===== config.mk =====
export PLATFORM = sky130hd
export DESIGN_NAME = slave_port
export DESIGN_NICKNAME = d
export VERILOG_FILES = /design/src/rtl/bus_pkg.sv /design/src/rtl/sipo_shift.sv /design/src/rtl/slave_port.sv
export SDC_FILE = /design/constraint.sdc
export NUM_CORES = 1
export LEC_CHECK = 0
export ABC_AREA = 1
export CORE_AREA = 5 5 96 98
export DETAILED_ROUTE_END_ITERATION = 7
export DIE_AREA = 0 0 101 103
export PLACE_DENSITY = 0.61
export SLEW_MARGIN = 20
export SYNTH_ARGS = -nofsm -noshare
export SYNTH_HDL_FRONTEND = slang
export SYNTH_HIERARCHICAL = 1
export SYNTH_SLANG_ARGS = --single-unit
export TNS_END_PERCENT = 50

===== constraint.sdc =====
create_clock -name clk -period 2 [get_ports clk]
set_clock_uncertainty 0.1 [all_clocks]
set_input_delay 0.4 -clock clk [delete_from_list [all_inputs] [get_ports clk]]
set_output_delay 0.4 -clock clk [all_outputs]
set_load 0.005 [all_outputs]

===== src/rtl/bus_pkg.sv =====
// Shared definitions for the serial system bus: address split, mode encoding
// and the slave_port state encoding.
package bus_pkg;

  localparam int BUS_ADDR_WIDTH          = 16;
  localparam int SLAVE_DEVICE_ADDR_WIDTH = 4;

  typedef enum logic {
    READ  = 1'b0,
    WRITE = 1'b1
  } bus_mode_e;

  typedef enum logic [2:0] {
    IDLE  = 3'd0,
    ADDR  = 3'd1,
    WDATA = 3'd2,
    REQ   = 3'd3,
    RWAIT = 3'd4,
    RDATA = 3'd5
  } sp_state_e;

endpackage


===== src/rtl/sipo_shift.sv =====
// Bit-indexed serial-in/parallel-out register: writes one bit at idx_i per
// load, with a synchronous clear that a same-cycle load overrides bit-wise.
module sipo_shift #(
  parameter int WIDTH = 8,
  parameter int IDX_W = (WIDTH > 1) ? $clog2(WIDTH) : 1
) (
  input  logic             clk,
  input  logic             rstn,
  input  logic             clr_i,
  input  logic             load_i,
  input  logic [IDX_W-1:0] idx_i,
  input  logic             bit_i,
  output logic [WIDTH-1:0] data_o
);

  logic [WIDTH-1:0] data_q;

  // NOTE: sequential state uses <= only; the later bit write deliberately
  // wins over the clear when both happen in the same cycle.
  always_ff @(posedge clk or negedge rstn) begin
    if (!rstn) begin
      data_q <= '0;
    end else begin
      if (clr_i)  data_q        <= '0;
      if (load_i) data_q[idx_i] <= bit_i;
    end
  end

  assign data_o = data_q;

endmodule


===== src/rtl/slave_port.sv =====
// Serial bus slave endpoint: deserialises address/write data, issues one
// ready/valid device request, and serialises read data back LSB-first.
module slave_port
  import bus_pkg::*;
#(
  parameter int MEM_ADDR_WIDTH = BUS_ADDR_WIDTH - SLAVE_DEVICE_ADDR_WIDTH,
  parameter int DATA_WIDTH     = 8
) (
  input  logic                      clk,
  input  logic                      rstn,
  input  logic                      swdata,
  input  logic                      smode,
  input  logic                      svalid_in,
  output logic                      srdata,
  output logic                      svalid,
  output logic                      sready,
  output logic [MEM_ADDR_WIDTH-1:0] daddr,
  output logic [DATA_WIDTH-1:0]     dwdata,
  output logic                      dmode,
  output logic                      dvalid,
  input  logic                      dready,
  input  logic [DATA_WIDTH-1:0]     drdata,
  input  logic                      drvalid
);

  localparam int CNT_MAX = (MEM_ADDR_WIDTH > DATA_WIDTH) ? MEM_ADDR_WIDTH : DATA_WIDTH;
  localparam int CNT_W   = $clog2(CNT_MAX);
  localparam int AIDX_W  = $clog2(MEM_ADDR_WIDTH);
  localparam int DIDX_W  = $clog2(DATA_WIDTH);

  localparam logic [CNT_W-1:0] ADDR_LAST = CNT_W'(MEM_ADDR_WIDTH - 1);
  localparam logic [CNT_W-1:0] DATA_LAST = CNT_W'(DATA_WIDTH - 1);

  sp_state_e             state_q, state_d;
  logic [CNT_W-1:0]      cnt_q, cnt_d;
  bus_mode_e             mode_q, mode_d;
  logic [DATA_WIDTH-1:0] rdata_q, rdata_d;
  logic                  dvalid_q, dvalid_d;
  logic                  svalid_q, svalid_d;
  logic                  srdata_q, srdata_d;
  logic                  capt_clr, addr_ld, wdata_ld;

  sipo_shift #(.WIDTH(MEM_ADDR_WIDTH), .IDX_W(AIDX_W)) u_addr_sipo (
    .clk    (clk),
    .rstn   (rstn),
    .clr_i  (capt_clr),
    .load_i (addr_ld),
    .idx_i  (cnt_q[AIDX_W-1:0]),
    .bit_i  (swdata),
    .data_o (daddr)
  );

  sipo_shift #(.WIDTH(DATA_WIDTH), .IDX_W(DIDX_W)) u_wdata_sipo (
    .clk    (clk),
    .rstn   (rstn),
    .clr_i  (capt_clr),
    .load_i (wdata_ld),
    .idx_i  (cnt_q[DIDX_W-1:0]),
    .bit_i  (swdata),
    .data_o (dwdata)
  );

  // NOTE: every signal driven here gets a default first, so no path can
  // leave one unassigned and infer a latch.
  always_comb begin
    state_d  = state_q;
    cnt_d    = cnt_q;
    mode_d   = mode_q;
    rdata_d  = rdata_q;
    dvalid_d = dvalid_q;
    svalid_d = 1'b0;
    srdata_d = 1'b0;
    capt_clr = 1'b0;
    addr_ld  = 1'b0;
    wdata_ld = 1'b0;

    unique case (state_q)
      IDLE: begin
        if (svalid_in) begin
          capt_clr = 1'b1;
          addr_ld  = 1'b1;
          mode_d   = bus_mode_e'(smode);
          cnt_d    = CNT_W'(1);
          state_d  = ADDR;
        end
      end
      ADDR: begin
        if (svalid_in) begin
          addr_ld = 1'b1;
          if (cnt_q == ADDR_LAST) begin
            cnt_d = '0;
            if (mode_q == WRITE) begin
              state_d = WDATA;
            end else begin
              state_d  = REQ;
              dvalid_d = 1'b1;
            end
          end else begin
            cnt_d = cnt_q + CNT_W'(1);
          end
        end
      end
      WDATA: begin
        if (svalid_in) begin
          wdata_ld = 1'b1;
          if (cnt_q == DATA_LAST) begin
            cnt_d    = '0;
            state_d  = REQ;
            dvalid_d = 1'b1;
          end else begin
            cnt_d = cnt_q + CNT_W'(1);
          end
        end
      end
      REQ: begin
        if (dready) begin
          dvalid_d = 1'b0;
          state_d  = (mode_q == WRITE) ? IDLE : RWAIT;
        end
      end
      RWAIT: begin
        if (drvalid) begin
          rdata_d  = drdata;
          cnt_d    = '0;
          svalid_d = 1'b1;
          srdata_d = drdata[0];
          state_d  = RDATA;
        end
      end
      RDATA: begin
        if (cnt_q == DATA_LAST) begin
          cnt_d   = '0;
          state_d = IDLE;
        end else begin
          cnt_d    = cnt_q + CNT_W'(1);
          svalid_d = 1'b1;
          srdata_d = rdata_q[cnt_d[DIDX_W-1:0]];
        end
      end
      default: begin
        cnt_d    = '0;
        dvalid_d = 1'b0;
        state_d  = IDLE;
      end
    endcase
  end

  always_ff @(posedge clk or negedge rstn) begin
    if (!rstn) begin
      state_q  <= IDLE;
      cnt_q    <= '0;
      mode_q   <= READ;
      rdata_q  <= '0;
      dvalid_q <= 1'b0;
      svalid_q <= 1'b0;
      srdata_q <= 1'b0;
    end else begin
      state_q  <= state_d;
      cnt_q    <= cnt_d;
      mode_q   <= mode_d;
      rdata_q  <= rdata_d;
      dvalid_q <= dvalid_d;
      svalid_q <= svalid_d;
      srdata_q <= srdata_d;
    end
  end

  assign sready = (state_q == IDLE);
  assign dmode  = mode_q;
  assign dvalid = dvalid_q;
  assign svalid = svalid_q;
  assign srdata = srdata_q;

endmodule


# Word-level counts from Yosys, hierarchy flattened
# Cells that the tools add are included.
# op_classes
addsub,1
n_lt_le_gt_ge,5
n_eq_ne,16
n_mux,47
n_bitwise,2
reduce_logical,10
# op_table
operator,count
2-to-1 mux 3 bit,9
2-to-1 mux 12 bit,2
2-to-1 mux 4 bit,6
case mux 4 bit (6 select lines),1
2-to-1 mux 1 bit,18
"inequality test 2 bit, second input constant",9
case mux 3 bit (6 select lines),1
2-to-1 mux 8 bit,2
bitwise mux 12 bit,1
bitwise mux 8 bit,1
"< comparator 3 x 4 -> 1 bit, second input constant",2
AND reduction 8 bit,1
AND reduction 7 bit,1
"== test 3 x 2 -> 1 bit, second input constant",2
"== test 3 bit, second input constant",2
"< comparator 4 x 5 -> 1 bit, second input constant",1
AND reduction 5 bit,1
"adder 4 x 1 -> 4 bit, second input constant",1
demux 1 bit (select 4 bit),1
"== test 4 x 3 -> 1 bit, second input constant",1
"== test 4 bit, second input constant",1
">= comparator 4 x 1 -> 1 bit, second input constant",1
case mux 1 bit (2 select lines),2
case mux 1 bit (4 select lines),1
other kinds (10),13
# word_totals
register_bits,39
output_inout_bits,25
wordCells,90

# Depth between registers and ports, before layout
# Gate-level depths: netlist of the first run.
# logic_depth
ltp_word,6
ltp_mapped,10

# Cells and area by module
# Netlist of the first run, hierarchy kept.
# by_module_without_submodules
mod,instances,cells_each,area_per_inst_um2
slave_port,1,170,1278.7
sipo_shift at u_addr_sipo,1,103,696.9
sipo_shift at u_wdata_sipo,1,69,454.2

# Worst setup path before layout of the first run
# Ideal clock, no wire load.
# synth_path
path_type,register to register
startpoint,register cnt_q[1]
endpoint,register state_q[0]
setup_ns,0.116
arrival_ns,1.366
required_time_ns,1.784
slack_ns,0.417
path_stages_with_launch,9
cell_sequence,dfrtp_1 > ha_1 > nand3_2 > inv_1 > a21oi_2 > nor2_4 > nand2_2 > nand2_1 > nand2_1
# synth_via
elab_chain_cells,3
word_cells_on_any_way,6
# synth_rtl
element,line_no,rtl
"start, declared",slave_port.sv:35,"logic [CNT_W-1:0] cnt_q, cnt_d;"
"start signal, assigned",slave_port.sv:159,cnt_q <= cnt_d;
== test 4 x 3 -> 1 bit / == test 4 bit (equally long branches),"slave_port.sv:106, slave_port.sv:131, slave_port.sv:90",
inequality test 2 bit (no source line),--,
AND reduction 8 bit (no source line) *,--,
"end signal, assigned",slave_port.sv:158,state_q <= state_d;
"end, declared",slave_port.sv:34,"sp_state_e state_q, state_d;"
# Every way passes the cells marked *; elsewhere a longest branch is shown, timed or not.
# A chain may end at the register's enable or synchronous reset.

# Worst setup path in the final report of the first run
# layout_path
startpoint,register state_q[0]
endpoint,"register u_wdata_sipo.data_q[0], in the netlist u_wdata_sipo/data_o[0]"
# layout_via
word_cells_on_any_way,7
# layout_lines
element,line_no,rtl
== test 3 x 2 -> 1 bit,slave_port.sv:77,unique case (state_q)
2-to-1 mux 1 bit,slave_port.sv:77,
net wdata_ld,slave_port.sv:41,"logic capt_clr, addr_ld, wdata_ld;"
2-to-1 mux 8 bit,sipo_shift.sv:25,if (load_i) data_q[idx_i] <= bit_i;
"end signal, assigned by index",sipo_shift.sv:25,
"end, declared",sipo_shift.sv:16,logic [WIDTH-1:0] data_q;
# The timed path passes the listed nets, and every way through them passes these cells.

==> results of run 1 <==
area by class of cell:
type / count / area [sq um] / share of cell area
clock inverter: 1 / 5.00 / 0.00162
inverter: 52 / 200 / 0.0650
multi-input combinational: 246 / 1210 / 0.392
tap: 108 / 135 / 0.0439
timing repair buffer: 51 / 474 / 0.154
clock buffer: 6 / 82.6 / 0.0268
sequential: 39 / 977 / 0.317
cell usage after synthesis:
library cell,n,share of area
a21oi_1,2,0.0041
nand2_2,11,0.028
o21ai_1,1,0.0021
dfrtp_1,39,0.40
buf_6,4,0.019
nand3b_4,1,0.0082
nand3_2,2,0.0082
nand4_1,7,0.018
nor2_4,6,0.028
clkinv_1,1,0.0015
nand3b_1,1,0.0031
buf_2,1,0.0021
a21oi_2,1,0.0036
nor2_1,30,0.046
nand3_4,1,0.0072
o21ai_0,9,0.019
inv_6,1,0.0036
inv_2,8,0.012
inv_1,42,0.065
xor2_1,1,0.0036
nand2_1,122,0.19
nand2_4,2,0.0093
nor2_2,4,0.010
nor2_8,2,0.016
ha_1,1,0.0051
nor3_1,4,0.0082
nand3_1,38,0.078
power by group:
part / internal, mW / total, mW / switching (mW)
clock: 0.271 / 0.546 / 0.275
combinational: 0.891 / 2.16 / 1.27
sequential: 1.06 / 1.24 / 0.181
total: 2.22 / 3.94 / 1.72
sequential cells by signal, indices dropped and copies added, names as in the netlist:
name / flops
svalid: 1
srdata: 1
cnt_q: 4
u_wdata_sipo/data_o: 8
u_addr_sipo/data_o: 12
dvalid: 1
state_q: 3
dmode: 1
rdata_q: 8
stage by stage:
stage / util / power, mW / setup slack (ps)
2_1_floorplan: - / 2.73 / 417
3_3_place_gp: 0.356 / 3.39 / 106
3_5_place_dp: 0.356 / 3.43 / 69.3
4_1_cts: 0.368 / 4.01 / 239
5_1_grt: 0.368 / 4.34 / 111
6_report: 0.368 / 3.94 / 262
worst max-delay path, delay by kind of cell (launching register included):
kind,cells,cell delay [ps]
flip-flops,1,450
buffers and inverters,3,330
AND/OR/NAND/NOR,6,770
worst min path at each step:
stage	start	to	slack [ps]
2_1_floorplan	rstn	cnt_q[0]$_DFFE_PN0P_	4
3_3_place_gp	rdata_q[6]$_DFFE_PN0P_	rdata_q[6]$_DFFE_PN0P_	360
3_5_place_dp	rdata_q[4]$_DFFE_PN0P_	rdata_q[4]$_DFFE_PN0P_	360
4_1_cts	rstn	dvalid$_DFFE_PN0P_	90
5_1_grt	rstn	dvalid$_DFFE_PN0P_	130
6_report	rstn	dvalid$_DFFE_PN0P_	70
layer usage:
layer	share of wire	global-route usage	vias up
met5	0	0	-
met4	0.010	0.0327	0
met2	0.47	0.190	33
li1	-	-	1161
met3	0.050	0.0291	4
met1	0.46	0.140	984
what timing repair did:
| item | 4_1_cts | 5_1_grt |
|---|---|---|
| gates resized for setup | 3 | 0 |
| endpoints found under the setup margin | 1 | 0 |
| buffers inserted | 1 | 0 |
placed cells by master (no fill, tap or decap), types with 2 or more instances in the layout:
| cell type | count |
|---|---|
| a21oi_1 | 2 |
| buf_4 | 12 |
| clkbuf_8 | 6 |
| clkdlybuf4s50_1 | 37 |
| dfrtp_1 | 38 |
| inv_1 | 42 |
| inv_2 | 8 |
| nand2_1 | 121 |
| nand2_2 | 12 |
| nand2_4 | 2 |
| nand3_1 | 38 |
| nand3_2 | 2 |
| nand4_1 | 7 |
| nor2_1 | 30 |
| nor2_2 | 4 |
| nor2_4 | 6 |
| nor2_8 | 2 |
| nor3_1 | 4 |
| o21ai_0 | 9 |
cells by family (layout without fill, tap and decap cells):
| kind of cell | Yosys count | in the layout |
|---|---|---|
| DFF | 39 | 39 |
| buffers and inverters | 57 | 110 |
| adders and majority gates | 1 | 1 |
| and+or+nand+nor | 231 | 231 |
| xor gates and xnor gates | 1 | 1 |
| AOI/OAI and AO/OA | 13 | 13 |
==> impl_results.md, run 1 <==
* Largest net degree at the start of global routing at 40
* Hold buffers post-CTS at 0
* CP endpoint: u_wdata_sipo/data_o[0]$_DFF_PN0_
* CP max FO at 8
* Initial antenna violation count at 0
* Yosys warnings at 6
* Critical Path AT at 1820 ps
* Worst path required time at 2090 ps
* RSZ-0062 raised after global routing: no
* GRT overflow at 0
* Total power per unit cell area at 1280 nW/um^2
* Reg2Reg Setup Slack at approximately 260 ps
* Synth Area in Adders at 0.00515
* Max-cap violations at 0
* Yosys cell types at 27
* Cell chain of the critical path: buf_4 -> nor2_4 -> nand2_2 -> nor2_1 -> inv_1 -> nor2_4 -> nand3_1 -> nand2_1 -> inv_1
* Drt initial violations at 66
* Layout cells sized above 1 at 0.154
* Hold_ws at 66.5 ps
* Clock buffer depth at 2
* Final std cells w/o fill at 503
* Capture point of the worst reg-to-reg path: u_wdata_sipo/data_o[0]$_DFF_PN0_
* VDD IR max at about 0.46 mV
* Leakage at 1.67 nW
* Die area at 10400 sq um
* Post-Synth Simple-Gate Area at 0.458
* First-pass GRT wire length at 9560 um
* Post-DP HPWL at 4110 um
* Fmax at 575 MHz
* Critical-path top delay cell: dfrtp_2
* Number of global-route vias before repair at 2135
* Per-cell routed wire length at about 11 um
* WL final at roughly 5500 um
* DIE HEIGHT at 103 um
* Fin crit share at 0.869
* CP Launch Point: state_q[0]$_DFFE_PN0P_
* FF-to-FF path depth at 9
* Clock-pin slew on the worst setup and hold paths at 80 ps
* Clk sinks at 39
* RR Startpoint: state_q[0]$_DFFE_PN0P_
* Largest family of logic cells by synthesized area: simple AND/OR/NAND/NOR gates
* IO buf count at 39
* Post-synthesis compound-gate area fraction at 0.0283
* FP Rows at 34
* Placed Area at 2980 sq um
* Root buf cell: clkbuf_8
* TNS Setup at 0 ps
* Worst-Margin Slew at slightly above 500 ps
* Via density at 4.34
* Initial Util at 0.290
* Global Route Usage Sum at 0.112
* DRC viols at 0
* Multiplexer share of the synthesized area at 0
* Skew-Pair Late Insertion Delay at slightly below 300 ps
* Die width at just over 100 um
* Cts bufs inserted at 5
* Cell count after synthesis at 342
* # IOs at 40
* Min-Delay Path Class: in -> async
* Gpl congestion at 0.850
* Routed via count at 2182
* Worst rel slew slack at 0.658
* TritonCTS clock tree: yes
* Core area at about 8400 sq um
* Syn nets at roughly 360
* Finished Cell Area at 3080 sq um
* # nets final at 411
* Crit path time final at around 1700 ps
* Post-Syn Area at about 2400 sq um
* Seq cells post-synth at 39
* Area Growth Syn to Fin at 26.8%
* Status: complete, no violations
* Final setup fails at 0
* Crit Path Category: reg -> reg
* Critical Path Max Stage Delay at 450 ps
* Sequential share of the synthesized area at 0.402
* Antenna Cells at 0
* CP Capture Type: flop
* Inst Count DP at 495
* Post-route ant nets at 0
* CP Launch Type: flop
* Final hold vios at 0
* Syn Area/Cell at between 7 and 8 sq um
* XOR/XNOR share of the synthesized area at 0.00360
* Drt pass-1 iters at 4
* Filler cell count at 897
* CTS HTree Levels at 2
* Slew Limit Fails at 0
No activity file was read; power rests on OpenSTA's default activity.
==> run 2, diff against run 1 <==
--- a/config.mk
+++ b/config.mk
@@ -6,13 +6,13 @@
 export NUM_CORES = 1
 export LEC_CHECK = 0
 export ABC_AREA = 1
-export CORE_AREA = 5 5 96 98
+export CORE_AREA = 5 5 75 77
 export DETAILED_ROUTE_END_ITERATION = 7
-export DIE_AREA = 0 0 101 103
-export PLACE_DENSITY = 0.61
+export DIE_AREA = 0 0 80 82
+export PLACE_DENSITY = 0.81
+export REMOVE_ABC_BUFFERS = 1
 export SLEW_MARGIN = 20
 export SYNTH_ARGS = -nofsm -noshare
 export SYNTH_HDL_FRONTEND = slang
-export SYNTH_HIERARCHICAL = 1
 export SYNTH_SLANG_ARGS = --single-unit
 export TNS_END_PERCENT = 50
==> impl_results.md, run 2 <==
* Die area at 6560 sq um (-37%)
* Clock buffer depth at 2 (unchanged)
* Clock-pin slew on the worst setup and hold paths at 70 ps (about the same)
* RSZ-0062 raised after global routing: no
* CTS HTree Levels at 2 (unchanged)
* # nets final at 351 (-15%)
* CP Launch Type: flop
* Commonest non-fill, non-tap cell in the layout: nand2_1
* IO buf count at 39 (unchanged)
* Yosys top cell by area: dfrtp_1
* Post-DP HPWL at 3640 um (-12%)
* Status: complete, no violations
* Final Util at 0.555 (+0.188)
* Cts bufs inserted at 5 (unchanged)
* Per-cell routed wire length at 11.6 um (+6.6%)
* Cell count after synthesis at 285 (-17%)
* Drt pass-1 iters at 4 (unchanged)
* Total power per unit cell area at 1210 nW/um^2 (-5.2%)
* Core area at 4940 sq um (-41%)
* CP endpoint: sready
* DRC viols at 0 (unchanged)
* RR Startpoint: cnt_q[0]$_DFFE_PN0P_
* Area Growth Syn to Fin at 26.7% (about the same)
* Worst slack, placed at 164 ps (+95.0 ps)
* DIE HEIGHT at 82 um (-20%)
* Syn Area/Cell at 7.61 sq um (+7.1%)
* Max reg flops at 12 (unchanged)
* WL final at 4660 um (-15%)
* Fin crit share at 0.873 (+0.00355)
* Most frequent cells in the layout: 85 x nand2_1, 39 x dfrtp_1, 37 x nand3_1, 37 x clkdlybuf4s50_1, 28 x nor2_1
* CP Capture Type: output pin
* Global Route Usage Sum at 0.155 (+0.0429)
* Root buf cell: clkbuf_8
* Min-Delay Path Class: reg -> reg
* Yosys warnings at 0 (-6)
* Final setup fails at 0 (unchanged)
* Post-Syn Area at 2170 sq um (-11%)
* FF-to-FF path depth at 8 (-1)
* Layout cells sized above 1 at 0.133 (-0.0219)
* Largest net degree at the start of global routing at 23 (-43%)
* Fmax at 573 MHz (-0.41%)
* Worst-Margin Slew at 441 ps (-71.3 ps)
* Cell chain of the critical path: nor2_2 -> inv_2 -> nor2_4 -> dlygate4sd2_1
* Skew-Pair Late Insertion Delay at 280 ps (about the same)
* Main area contributors after synthesis: dfrtp_1 45%, nand2_1 15%, nand3_1 8.5%
* VDD IR max at 0.758 mV (+66%)
* First-pass GRT wire length at 8070 um (-16%)
* Slew Limit Fails at 0 (unchanged)
* Worst path required time at 1500 ps (-590 ps)
* Hold_ws at 376 ps (+309 ps)
* Seq cells post-synth at 39 (unchanged)
* Setup WS post-layout at 255 ps (-7.11 ps)
* Initial Util at 0.439 (+0.149)
* Gpl congestion at 0.896 (+5.4%)
* Drt initial violations at 130 (+97%)
* Sequential share of the synthesized area at 0.450 (+0.0484)
* Critical Path Max Stage Delay at 390 ps (-60 ps)
* Post-synth EDFFs at 0 (unchanged)
* Critical Path AT at 1250 ps (-570 ps)
* TNS Setup at 0 ps (unchanged)
* Via density at 4.83 (+11%)
* Initial antenna violation count at 0 (unchanged)
* Crit path time final at 1750 ps (+7.11 ps)
* Antenna Cells at 0 (unchanged)
* Worst rel slew slack at 0.706 (+0.0475)
* Crit Path Category: reg -> out
* Most common cell in the netlist: nand2_1
* Number of global-route vias before repair at 1851 (-13%)
* Reg2Reg Setup Slack at 340 ps (+80 ps)
* Die width at 80 um (-21%)
* Total Power at 3.33 mW (-15%)
* Clk sinks at 39 (unchanged)
* Post-route ant nets at 0 (unchanged)
* Yosys top cell area share at 0.450 (+0.0484)
* TritonCTS clock tree: yes
* GRT overflow at 0 (unchanged)
* Routed via count at 1941 (-11%)
* Synth Flop Type: dfrtp_1
* FP Rows at 26 (-24%)
* Capture point of the worst reg-to-reg path: srdata$_DFF_PN0_
* Ys async rst share at 1.00 (unchanged)
* # IOs at 40 (unchanged)
* Leakage at 1.29 nW (-23%)
* CP max FO at 3 (-5)
* Max-cap violations at 0 (unchanged)
* Final hold vios at 0 (unchanged)
* Critical-path top delay cell: dfrtp_1
* Yosys cell types at 25 (-7.4%)
* CP Launch Point: state_q[1]$_DFFE_PN0P_
* Synth top cells by count: 85 x nand2_1, 39 x dfrtp_1, 37 x nand3_1
-- run 2: report_power, final --
part | leakage [nW] | total, mW | internal, mW | switching, mW
Clock | 0.0470 | 0.520 | 0.270 | 0.250
Combinational | 0.726 | 1.63 | 0.680 | 0.953
Sequential | 0.514 | 1.18 | 1.02 | 0.159
-- run 2: repair_timing --
item | 4_1_cts | 5_1_grt
endpoints found under the setup margin | 1 | 0
hold buffers | 1 | 0
resized for setup | 1 | 0
buffers inserted | 1 | 0
hold endpoints to repair | 18 | 0
-- run 2: area by class of cell --
type | count | area [sq um]
Inverter | 25 | 93.8
Tap cell | 70 | 87.6
Timing Repair Buffer | 50 | 482
Sequential cell | 39 | 976
Clock buffer | 6 | 82.6
Fill cell | 492 | 2200
Clock inverter | 1 | 5.00
Multi-Input combinational cell | 211 | 1020
-- run 2: per-stage QoR --
stage / instance area [sq um] / cells
CTS: 2750 / 402
floorplan: 2090 / 275
finish: 2750 / 402
global placement: 2640 / 393
global route: 2750 / 402
detailed placement: 2640 / 393
-- run 2: layer usage --
layer	part of all wire	GRT usage	vias to the layer above
met3	0.047	0.0340	2
li1	-	-	1004
met5	0	0	-
met4	0.0045	0.0372	0
met2	0.49	0.269	44
met1	0.46	0.196	891
-- run 2: worst max-delay path, delay by kind of cell (launching register included) --
family                 cells  cell delay (ps)
buffers and inverters      2              310
AND/OR/NAND/NOR            2              260
flip-flops                 1              390
-- run 2: cells by family (layout without fill, tap and decap cells) --
kind of cell | Yosys count | count (layout) | synth area share
AOI/OAI and AO/OA | 34 | 34 | 0.0814
xor gates and xnor gates | 1 | 1 | 0.00404
adders and majority gates | 4 | 4 | 0.0231
buffers and inverters | 35 | 82 | 0.0796
DFF | 39 | 39 | 0.450
and+or+nand+nor | 172 | 172 | 0.362
-- run 2: how the worst min path moves through the flow --
stage	from	end	slack (ps)	cells after the start
floorplan	rstn	cnt_q[0]$_DFFE_PN0P_	4	0
global placement	rstn	u_addr_sipo.data_o[10]$_DFF_PN0_	260	1
detailed placement	rstn	u_addr_sipo.data_o[10]$_DFF_PN0_	270	1
CTS	rdata_q[3]$_DFFE_PN0P_	rdata_q[3]$_DFFE_PN0P_	380	2
global route	rdata_q[5]$_DFFE_PN0P_	rdata_q[5]$_DFFE_PN0P_	420	2
finish	rdata_q[3]$_DFFE_PN0P_	rdata_q[3]$_DFFE_PN0P_	380	2
==> run 3, diff against run 2 <==
--- a/config.mk
+++ b/config.mk
@@ -9,7 +9,7 @@
 export CORE_AREA = 5 5 75 77
 export DETAILED_ROUTE_END_ITERATION = 7
 export DIE_AREA = 0 0 80 82
-export PLACE_DENSITY = 0.81
+export PLACE_DENSITY = 0.7
 export REMOVE_ABC_BUFFERS = 1
 export SLEW_MARGIN = 20
 export SYNTH_ARGS = -nofsm -noshare
==> impl_results.md, run 3 (same netlist as run 2, synthesis figures left out) <==
* Critical Path Max Stage Delay at 410 ps (+20 ps)
* Largest net degree at the start of global routing at 23 (unchanged)
* WHS Endpoint: rdata_q[7]$_DFFE_PN0P_
* # IOs at 40 (unchanged)
* Clock buffer depth at 2 (unchanged)
* Worst path required time at 1500 ps (about the same)
* Initial Util at 0.439 (unchanged)
* Initial antenna violation count at 0 (unchanged)
* Crit path time final at 1820 ps (+74.5 ps)
* Layout cells sized above 1 at 0.135 (+0.00261)
* Per-cell routed wire length at 11.6 um (+0.27%)
* Hold depth at 2 (unchanged)
* Worst rel slew slack at 0.682 (-0.0242)
* Commonest non-fill, non-tap cell in the layout: nand2_1
* Clock-pin slew on the worst setup and hold paths at 70 ps (about the same)
* Skew-Pair Late Insertion Delay at 290 ps (about the same)
* Die area at 6560 sq um (unchanged)
* Most frequent cells in the layout: 85 x nand2_1, 39 x dfrtp_1, 37 x nand3_1, 37 x clkdlybuf4s50_1, 28 x nor2_1
* Final Util at 0.557 (+0.00152)
* Critical-path top delay cell: dfrtp_1
* TritonCTS clock tree: yes
* GRT overflow at 0 (unchanged)
* CP max FO at 3 (unchanged)
* Reg2Reg Setup Slack at 270 ps (-70 ps)
* RR Startpoint: cnt_q[1]$_DFFE_PN0P_
* CP Launch Type: flop
* WL final at 4690 um (+0.51%)
* # nets final at 352 (+0.28%)
* Min-delay src: rdata_q[7]$_DFFE_PN0P_
* RSZ-0062 raised after global routing: no
* CP Capture Type: output pin
* Drt initial violations at 74 (-43%)
* Multi-input logic area at 1020 sq um (unchanged)
* Seq. cell area at 976 sq um (unchanged)
* DIE HEIGHT at 82 um (unchanged)
* Cell chain of the critical path: nor2_2 -> inv_2 -> nor2_4 -> dlygate4sd2_1
* Fmax at 549 MHz (-4.1%)
* CTS HTree Levels at 2 (unchanged)
* Cts bufs inserted at 5 (unchanged)
* Status: complete, no violations
* VDD IR max at 0.638 mV (-16%)
* FF-to-FF path depth at 8 (unchanged)
* Leakage at 1.29 nW (+0.32%)
* Antenna Cells at 0 (unchanged)
* Clk sinks at 39 (unchanged)
* Fin crit share at 0.910 (+0.0373)
* Number of global-route vias before repair at 1880 (+1.6%)
* Final setup fails at 0 (unchanged)
* Min-Delay Path Class: reg -> reg
* Routed via count at 1950 (+0.46%)
* Core area at 4940 sq um (unchanged)
* Gpl congestion at 0.911 (+1.7%)
* Post-route ant nets at 0 (unchanged)
* IO buf count at 39 (unchanged)
* FP Rows at 26 (unchanged)
* Root buf cell: clkbuf_8
* First-pass GRT wire length at 8200 um (+1.5%)
* Slew Limit Fails at 0 (unchanged)
* Die width at 80 um (unchanged)
* Post-DP HPWL at 3500 um (-3.8%)
* Area Growth Syn to Fin at 27.0%
* Max reg flops at 12 (unchanged)
* Capture point of the worst reg-to-reg path: state_q[1]$_DFFE_PN0P_
* Critical Path AT at 1320 ps (+70 ps)
* Total power per unit cell area at 1220 nW/um^2 (+0.71%)
* Worst slack, placed at 193 ps (+28.5 ps)
* Max-cap violations at 0 (unchanged)
* TNS Setup at 0 ps (unchanged)
* Setup WS post-layout at 180 ps (-74.5 ps)
* Global Route Usage Sum at 0.159 (+0.00429)
* DRC viols at 0 (unchanged)
* Filler cell count at 488 (-0.81%)
* Worst-Margin Slew at 478 ps (+36.3 ps)
* Drt pass-1 iters at 4 (unchanged)
* Crit Path Category: reg -> out
* Final hold vios at 0 (unchanged)
* Via density at 4.84 (+0.21%)
-- run 3: worst max path at each step --
stage                           start                     end  slack (ps)  cells after the start
2_1_floorplan    cnt_q[0]$_DFFE_PN0P_        srdata$_DFF_PN0_         370                      8
3_3_place_gp                svalid_in  state_q[0]$_DFFE_PN0P_         230                      9
3_5_place_dp                svalid_in  state_q[2]$_DFFE_PN0P_         190                      9
4_1_cts        state_q[1]$_DFFE_PN0P_                  sready         210                      4
5_1_grt          cnt_q[1]$_DFFE_PN0P_  state_q[1]$_DFFE_PN0P_         110                      8
6_report       state_q[1]$_DFFE_PN0P_                  sready         180                      4
-- run 3: layout make-up --
type	count	share of cell area
multi-input cells	211	0.370
flip-flops and latches	39	0.354
repair buffers	51	0.178
inverters	25	0.0341
well taps	70	0.0318
clock buffers	6	0.0300
clock inverters	1	0.00182
-- run 3: what timing repair did --
action,4_1_cts,5_1_grt
hold buffers,1,0
buffers inserted,1,0
endpoints found under the hold margin,19,0
setup endpoints to repair,1,0
resized for setup,1,0
-- run 3: layer usage --
layer	routed length (um)	track usage	up-vias
met2	2210	0.269	39
met1	2210	0.202	900
met5	0	0	-
met3	209	0.0373	7
met4	56	0.0473	0
li1	-	-	1004
-- run 3: where the power goes --
part           switching [mW]  leakage [nW]  internal [mW]
clock                   0.267        0.0470          0.271
sequential              0.148         0.514           1.02
combinational           0.967         0.730          0.692
-- run 3: critical path: cells and delay by family, from the launching register on --
family        cells  cell delay (ps)
buf+inv           2              330
flops             1              410
simple gates      2              300
-- run 3: stage by stage --
stage / power [mW] / hold slack (ps) / area [sq um] / instances
3_3_place_gp: 2.80 / 277 / 2650 / 394
2_1_floorplan: 2.22 / 4.41 / 2090 / 275
3_5_place_dp: 2.82 / 283 / 2650 / 394
5_1_grt: 3.69 / 398 / 2750 / 403
6_report: 3.36 / 376 / 2750 / 403
4_1_cts: 3.38 / 382 / 2750 / 403
